[config.mk]
export PLATFORM = sky130hd
export DESIGN_NAME = simd_compare_pipe_flat
export DESIGN_NICKNAME = d
export VERILOG_FILES = /design/src/rtl/simd_compare_pipe_if.sv /design/src/rtl/simd_compare_pipe.sv /design/src/flat_wrapper.sv
export SDC_FILE = /design/constraint.sdc
export NUM_CORES = 1
export LEC_CHECK = 0
export CAP_MARGIN = 20
export CORE_MARGIN = 2
export CORE_UTILIZATION = 56
export CTS_CLUSTER_DIAMETER = 200
export CTS_CLUSTER_SIZE = 30
export DETAILED_ROUTE_END_ITERATION = 16
export PLACE_DENSITY_LB_ADDON = 0.12
export SLEW_MARGIN = 15
export SYNTH_ARGS = -nofsm -noshare
export SYNTH_HDL_FRONTEND = slang
export SYNTH_SLANG_ARGS = --single-unit
[constraint.sdc]
create_clock -name clk -period 27.5 [get_ports clk]
set_input_delay 5.5 -clock clk [delete_from_list [all_inputs] [get_ports clk]]
set_output_delay 5.5 -clock clk [all_outputs]
set_load 0.03 [all_outputs]
[src/rtl/simd_compare_pipe_if.sv]
`default_nettype none
// ============================================================================
// Module   : simd_compare_pipe_if
// Brief    : Beat-level valid/ready bundle for the SIMD compare pipeline.
// Revision : 1.0 - initial release
// ============================================================================
interface simd_compare_pipe_if #(
    parameter int FUNCTION_BITS = 4,
    parameter int BIT_WIDTH     = 32,
    parameter int NUM_LANES     = 4
);
    localparam int CNT_W = $clog2(NUM_LANES + 1);

    logic                           in_valid;
    logic                           in_ready;
    logic [FUNCTION_BITS-1:0]       fn;
    logic                           is_signed;
    logic [NUM_LANES-1:0]           lane_en;
    logic [NUM_LANES*BIT_WIDTH-1:0] data_in0;
    logic [NUM_LANES*BIT_WIDTH-1:0] data_in1;
    logic                           out_valid;
    logic                           out_ready;
    logic [NUM_LANES*BIT_WIDTH-1:0] data_out;
    logic [NUM_LANES-1:0]           mask_out;
    logic                           any_out;
    logic                           all_out;
    logic [CNT_W-1:0]               pop_out;

    modport master (
        output in_valid, fn, is_signed, lane_en, data_in0, data_in1, out_ready,
        input  in_ready, out_valid, data_out, mask_out, any_out, all_out, pop_out
    );

    modport slave (
        input  in_valid, fn, is_signed, lane_en, data_in0, data_in1, out_ready,
        output in_ready, out_valid, data_out, mask_out, any_out, all_out, pop_out
    );
endinterface
`default_nettype wire

[src/rtl/simd_compare_pipe.sv]
`default_nettype none
// ============================================================================
// Module   : simd_compare_pipe
// Brief    : Two-stage multi-lane compare/min/max unit with mask reductions.
// Revision : 1.0 - initial release
// ============================================================================
module simd_compare_pipe #(
    parameter int FUNCTION_BITS = 4,
    parameter int BIT_WIDTH     = 32,
    parameter int NUM_LANES     = 4
) (
    input  wire logic         clk,
    input  wire logic         reset,
    simd_compare_pipe_if.slave bus
);
    localparam int CNT_W = $clog2(NUM_LANES + 1);
    localparam int DW    = NUM_LANES * BIT_WIDTH;

    localparam logic [FUNCTION_BITS-1:0] FN_EQ  = FUNCTION_BITS'(0);
    localparam logic [FUNCTION_BITS-1:0] FN_NE  = FUNCTION_BITS'(1);
    localparam logic [FUNCTION_BITS-1:0] FN_GT  = FUNCTION_BITS'(2);
    localparam logic [FUNCTION_BITS-1:0] FN_GTE = FUNCTION_BITS'(3);
    localparam logic [FUNCTION_BITS-1:0] FN_LT  = FUNCTION_BITS'(4);
    localparam logic [FUNCTION_BITS-1:0] FN_LTE = FUNCTION_BITS'(5);
    localparam logic [FUNCTION_BITS-1:0] FN_MIN = FUNCTION_BITS'(6);
    localparam logic [FUNCTION_BITS-1:0] FN_MAX = FUNCTION_BITS'(7);

    logic                     s1_valid_q;
    logic [FUNCTION_BITS-1:0] s1_fn_q;
    logic                     s1_signed_q;
    logic [NUM_LANES-1:0]     s1_en_q;
    logic [DW-1:0]            s1_a_q;
    logic [DW-1:0]            s1_b_q;

    logic                     s2_valid_q;
    logic [DW-1:0]            s2_data_q;
    logic [NUM_LANES-1:0]     s2_mask_q;
    logic                     s2_any_q;
    logic                     s2_all_q;
    logic [CNT_W-1:0]         s2_pop_q;

    logic [DW-1:0]            data_d;
    logic [NUM_LANES-1:0]     mask_d;
    logic                     any_d;
    logic                     all_d;
    logic [CNT_W-1:0]         pop_d;

    logic                     s1_adv;
    logic                     s2_adv;

    // Ready ripples combinationally from the consumer back to the producer.
    assign s2_adv       = !s2_valid_q || bus.out_ready;
    assign s1_adv       = !s1_valid_q || s2_adv;
    assign bus.in_ready = s1_adv;

    always_ff @(posedge clk or posedge reset) begin
        if (reset) begin
            s1_valid_q  <= 1'b0;
            s1_fn_q     <= '0;
            s1_signed_q <= 1'b0;
            s1_en_q     <= '0;
            s1_a_q      <= '0;
            s1_b_q      <= '0;
        end else if (s1_adv) begin
            s1_valid_q <= bus.in_valid;
            if (bus.in_valid) begin
                s1_fn_q     <= bus.fn;
                s1_signed_q <= bus.is_signed;
                s1_en_q     <= bus.lane_en;
                s1_a_q      <= bus.data_in0;
                s1_b_q      <= bus.data_in1;
            end
        end
    end

    for (genvar i = 0; i < NUM_LANES; i++) begin : g_lane
        logic [BIT_WIDTH-1:0] a;
        logic [BIT_WIDTH-1:0] b;
        logic [BIT_WIDTH-1:0] r;
        logic                 eq;
        logic                 lt;
        logic                 p;

        assign a  = s1_a_q[i*BIT_WIDTH +: BIT_WIDTH];
        assign b  = s1_b_q[i*BIT_WIDTH +: BIT_WIDTH];
        assign eq = (a == b);
        assign lt = s1_signed_q ? ($signed(a) < $signed(b)) : (a < b);

        always_comb begin
            p = 1'b0;
            r = '0;
            if (s1_en_q[i]) begin
                case (s1_fn_q)
                    FN_EQ:   p = eq;
                    FN_NE:   p = !eq;
                    FN_GT:   p = !lt && !eq;
                    FN_GTE:  p = !lt;
                    FN_LT:   p = lt;
                    FN_LTE:  p = lt || eq;
                    FN_MIN: begin
                        p = lt || eq;
                        r = p ? a : b;
                    end
                    FN_MAX: begin
                        p = !lt;
                        r = p ? a : b;
                    end
                    default: p = 1'b0;
                endcase
                // Predicate ops return the flag in bit 0 of the lane word.
                if (s1_fn_q <= FN_LTE) begin
                    r = {{(BIT_WIDTH-1){1'b0}}, p};
                end
            end
        end

        assign data_d[i*BIT_WIDTH +: BIT_WIDTH] = r;
        assign mask_d[i]                        = p;
    end

    always_comb begin
        any_d = |mask_d;
        all_d = (|s1_en_q) && ((mask_d & s1_en_q) == s1_en_q);
        pop_d = '0;
        for (int k = 0; k < NUM_LANES; k++) begin
            pop_d = pop_d + CNT_W'(mask_d[k]);
        end
    end

    always_ff @(posedge clk or posedge reset) begin
        if (reset) begin
            s2_valid_q <= 1'b0;
            s2_data_q  <= '0;
            s2_mask_q  <= '0;
            s2_any_q   <= 1'b0;
            s2_all_q   <= 1'b0;
            s2_pop_q   <= '0;
        end else if (s2_adv) begin
            s2_valid_q <= s1_valid_q;
            if (s1_valid_q) begin
                s2_data_q <= data_d;
                s2_mask_q <= mask_d;
                s2_any_q  <= any_d;
                s2_all_q  <= all_d;
                s2_pop_q  <= pop_d;
            end
        end
    end

    assign bus.out_valid = s2_valid_q;
    assign bus.data_out  = s2_data_q;
    assign bus.mask_out  = s2_mask_q;
    assign bus.any_out   = s2_any_q;
    assign bus.all_out   = s2_all_q;
    assign bus.pop_out   = s2_pop_q;
endmodule
`default_nettype wire

[src/flat_wrapper.sv]
// flat-port wrapper written by rule: the top's interface ports become plain ports
module simd_compare_pipe_flat 
#(
    parameter int FUNCTION_BITS = 4,
    parameter int BIT_WIDTH     = 32,
    parameter int NUM_LANES     = 4
)
  (clk, reset, bus_in_valid, bus_fn, bus_is_signed, bus_lane_en, bus_data_in0, bus_data_in1, bus_out_ready, bus_in_ready, bus_out_valid, bus_data_out, bus_mask_out, bus_any_out, bus_all_out, bus_pop_out);
  simd_compare_pipe_if #(.FUNCTION_BITS(FUNCTION_BITS), .BIT_WIDTH(BIT_WIDTH), .NUM_LANES(NUM_LANES)) bus_i ();
  input  wire logic clk;
  input  wire logic reset;
  input wire logic [$bits(bus_i.in_valid)-1:0] bus_in_valid;
  input wire logic [$bits(bus_i.fn)-1:0] bus_fn;
  input wire logic [$bits(bus_i.is_signed)-1:0] bus_is_signed;
  input wire logic [$bits(bus_i.lane_en)-1:0] bus_lane_en;
  input wire logic [$bits(bus_i.data_in0)-1:0] bus_data_in0;
  input wire logic [$bits(bus_i.data_in1)-1:0] bus_data_in1;
  input wire logic [$bits(bus_i.out_ready)-1:0] bus_out_ready;
  output wire logic [$bits(bus_i.in_ready)-1:0] bus_in_ready;
  output wire logic [$bits(bus_i.out_valid)-1:0] bus_out_valid;
  output wire logic [$bits(bus_i.data_out)-1:0] bus_data_out;
  output wire logic [$bits(bus_i.mask_out)-1:0] bus_mask_out;
  output wire logic [$bits(bus_i.any_out)-1:0] bus_any_out;
  output wire logic [$bits(bus_i.all_out)-1:0] bus_all_out;
  output wire logic [$bits(bus_i.pop_out)-1:0] bus_pop_out;
  assign bus_i.in_valid = bus_in_valid;
  assign bus_i.fn = bus_fn;
  assign bus_i.is_signed = bus_is_signed;
  assign bus_i.lane_en = bus_lane_en;
  assign bus_i.data_in0 = bus_data_in0;
  assign bus_i.data_in1 = bus_data_in1;
  assign bus_i.out_ready = bus_out_ready;
  assign bus_in_ready = bus_i.in_ready;
  assign bus_out_valid = bus_i.out_valid;
  assign bus_data_out = bus_i.data_out;
  assign bus_mask_out = bus_i.mask_out;
  assign bus_any_out = bus_i.any_out;
  assign bus_all_out = bus_i.all_out;
  assign bus_pop_out = bus_i.pop_out;
  simd_compare_pipe #(.FUNCTION_BITS(FUNCTION_BITS), .BIT_WIDTH(BIT_WIDTH), .NUM_LANES(NUM_LANES)) u_core (.clk(clk), .reset(reset), .bus(bus_i));
endmodule
==> results.toml <==
[timing]
holdWs_ps = 492
timing.final.max_slew_violations = 0
hold_violations = 0
max_freq_mhz = 80.8
fin_crit_ps = 12380
finalClockSkew_ps = 24.6
finalSetupTns_ps = 0
fin_crit_sh = 0.450
grt_setup_unrepaired = "false"
setup_violations = 0
slew_headroom = 0.343
tightest_slew_ps = 985

[job]
drv_cap = 0

[power]
peakVddDrop_mv = 0.0588
powerDensity_nw_per_um2 = 58.6
p_leak_nw = 10.8
power_w = 0.00146

[place]
placed_area_um2 = 24300
dpl.hpwl_um = 35100
port_buffers = 407
gp_congestion = 0.862

[floorplan]
core_um2 = 35300
dieHeight_um = 193
die_w_um = 193
dieArea_um2 = 37100
ios = 408
core.rowCount = 69
floorplan.initialDensity = 0.564

[clock_tree]
post_cts_buffers = 0
clkTransAtPathRegs_ps = 110
h-tree-depth = 1
clk_path_buf_depth = 3
cts_sinks = 404
cts_tree = "yes"
cts-root-buf = "clkbuf_16"
worstSkewPairLatency_ps = 540
hold_buffers = 0
cts-resized-gates = 0
numCtsBuffers = 17

[synthesis]
netlist_instances = 1725
synth.mux.area_fraction = 0.154
synth-adder-area-share = 0.0833
syn_nets = 2126
synth-xor-area-share = 0.00214
ys_seq_elements = 404
async_flop_share = 1.00
synth-simple-area-share = 0.0755
syn_area_um2 = 19900
yosys.area.top_type = "dfrtp_1"
netlist-cell-type-count = 82
synth-main-ff-cell = "dfrtp_1"
syn_area_per_cell_um2 = 11.5
ys_top_cells_by_area = "dfrtp_1 (51%), mux2_2 (15%), ha_1 (8.2%), a22oi_1 (3.5%), nand2_1 (2.8%)"
synth_compound_area_frac = 0.130
synth_top_family_by_area = "multiplexers"
yosysWarnings = 0
synth-seq-area-share = 0.508
synth_edf_count = 0
synth_top_area_share = 0.508

[finish]
fillers = 2619
final_area_um2 = 24900
syn_to_final_growth_pct = 24.8
drive_gt1_frac = 0.162
final_nets = 2483

[drt]
drtIter0Drc = 969
routed_via_density = 5.72
vias = 14600
drc_errors = 0
wl_um = 50300
wl_per_cell_um = 19.7
firstDrtPassIters = 5
postRouteAntennaNets = 0

[worst_hold_path]
hold_path_class = "reg -> reg"
hold_path_depth = 2

[worst_setup_path]
crit_slowest_cell = "clkdlybuf4s50_1"
slowest_delay_ps = 700
criticalPathCategory = "in -> out"
path_common_cell = "clkdlybuf4s50_1"
critPathArrivalTime_ps = 6880
cp-start-kind = "input port"
cp_data_required_time_ps = 22000
crit_path_end_kind = "output port"
path_max_fanout = 3
path_cells = "clkdlybuf4s50_1, nand3b_1, clkdlybuf4s50_1"
ff2ff_path_depth = 16

[global_routing]
grt_use_total = 0.270
antenna_found_initial = 7
grt-ovfl-total = 0
grt_pass1_wl_um = 78700
grt_pass1_vias = 14700
grt_max_degree = 158

[status]
status = "finished clean"
state kept, by name (all words and copies together), names as in the netlist, 3 cells and up:
signal	cells
u_core.bus.data_out	128
u_core.bus.mask_out	4
u_core.bus.pop_out	3
u_core.s1_a_q	128
u_core.s1_b_q	128
u_core.s1_en_q	4
u_core.s1_fn_q	4
synth_stat cells (all sizes together), types with 7 or more instances:
cell type and count:
nand4 26, mux2 270, o21ai 124, ha 131, nand2 149, nand3 19
nor2 26, a21boi 8, nor3 8, a221o 31, buf 24, a22oi 93
nor4 7, nand2b 9, a21oi 58, and2 35, inv 141, o211ai 12
clkbuf 62, a221oi 7, dfrtp 404
per-stage QoR:
stage,std cells,util,setup slack (ps)
5_1_grt,2546,0.704,15080
4_1_cts,2540,0.702,15120
6_report,2548,0.704,15120
3_5_place_dp,2522,0.689,15130
3_3_place_gp,2522,0.689,15140
2_1_floorplan,1725,-,10760
worst max-delay path: cells and delay by family:
| family | cells | cell delay (ps) |
|---|---|---|
| buffers and inverters | 2 | 1170 |
| AND/OR/NAND/NOR | 1 | 200 |
worst paths after layout:
path / slack (ps) / to / startpoint
max in group asynchronous: 19660 / u_core.s1_a_q[15] / reset
min in group asynchronous: 5580 / u_core.s1_b_q[55] / reset
max reg2reg: 23260 / u_core.bus.pop_out[1] / u_core.s1_a_q[58]
min reg2reg: 490 / u_core.bus.data_out[46] / u_core.bus.data_out[46]
max: 15120 / bus_in_ready / bus_out_ready
min: 490 / u_core.bus.data_out[46] / u_core.bus.data_out[46]
logic make-up (layout without fill, tap and decap cells):
| group | count (synthesis) | count (layout) |
|---|---|---|
| compound gates | 380 | 380 |
| xor+xnor | 4 | 4 |
| fa+ha+maj | 132 | 132 |
| flops | 404 | 404 |
| other cells | 0 | 6 |
| simple gates | 304 | 304 |
| buf+inv | 228 | 584 |
| mux | 273 | 273 |
metal layers:
metal / global-route usage / share of wire / vias to the layer above / wire length, µm
met5: 0 / 0.00026 / - / 13
met3: 0.0560 / 0.066 / 86 / 3300
li1: - / - / 6875 / -
met1: 0.362 / 0.42 / 7212 / 21200
met2: 0.438 / 0.48 / 407 / 24100
met4: 0.0928 / 0.034 / 2 / 1690
placed cells by master, fill, tap and decap left out, types with 17 or more instances in the layout:
cell	synthesis	routed
a21oi_1	56	56
a221o_1	31	31
a22oi_1	93	93
and2_1	34	34
clkbuf_16	0	17
clkdlybuf4s50_1	0	407
dfrtp_1	404	404
ha_1	131	131
inv_1	141	140
mux2_2	269	269
nand2_1	149	147
nand3_1	19	19
nand4_1	25	25
nor2_1	23	23
o21ai_0	52	52
o21ai_1	71	71
cell type report:
class	instances	area (µm²)	area share
tap	461	577	0.0232
clock inverter	1	16.3	0.000654
antenna	6	15.0	0.000604
clock buffer	17	425	0.0171
multi-input combinational	1093	8920	0.359
inverter	142	541	0.0217
timing repair buffer	424	4250	0.171
sequential	404	10100	0.407
where the power goes:
part | total, W | internal [W] | switching (W)
clock network | 0.000298 | 0.000114 | 0.000184
registers | 0.000727 | 0.000667 | 0.0000597
logic | 0.000431 | 0.000206 | 0.000226
total | 0.00146 | 0.000987 | 0.000469
Power figures use the tool's default switching activity.
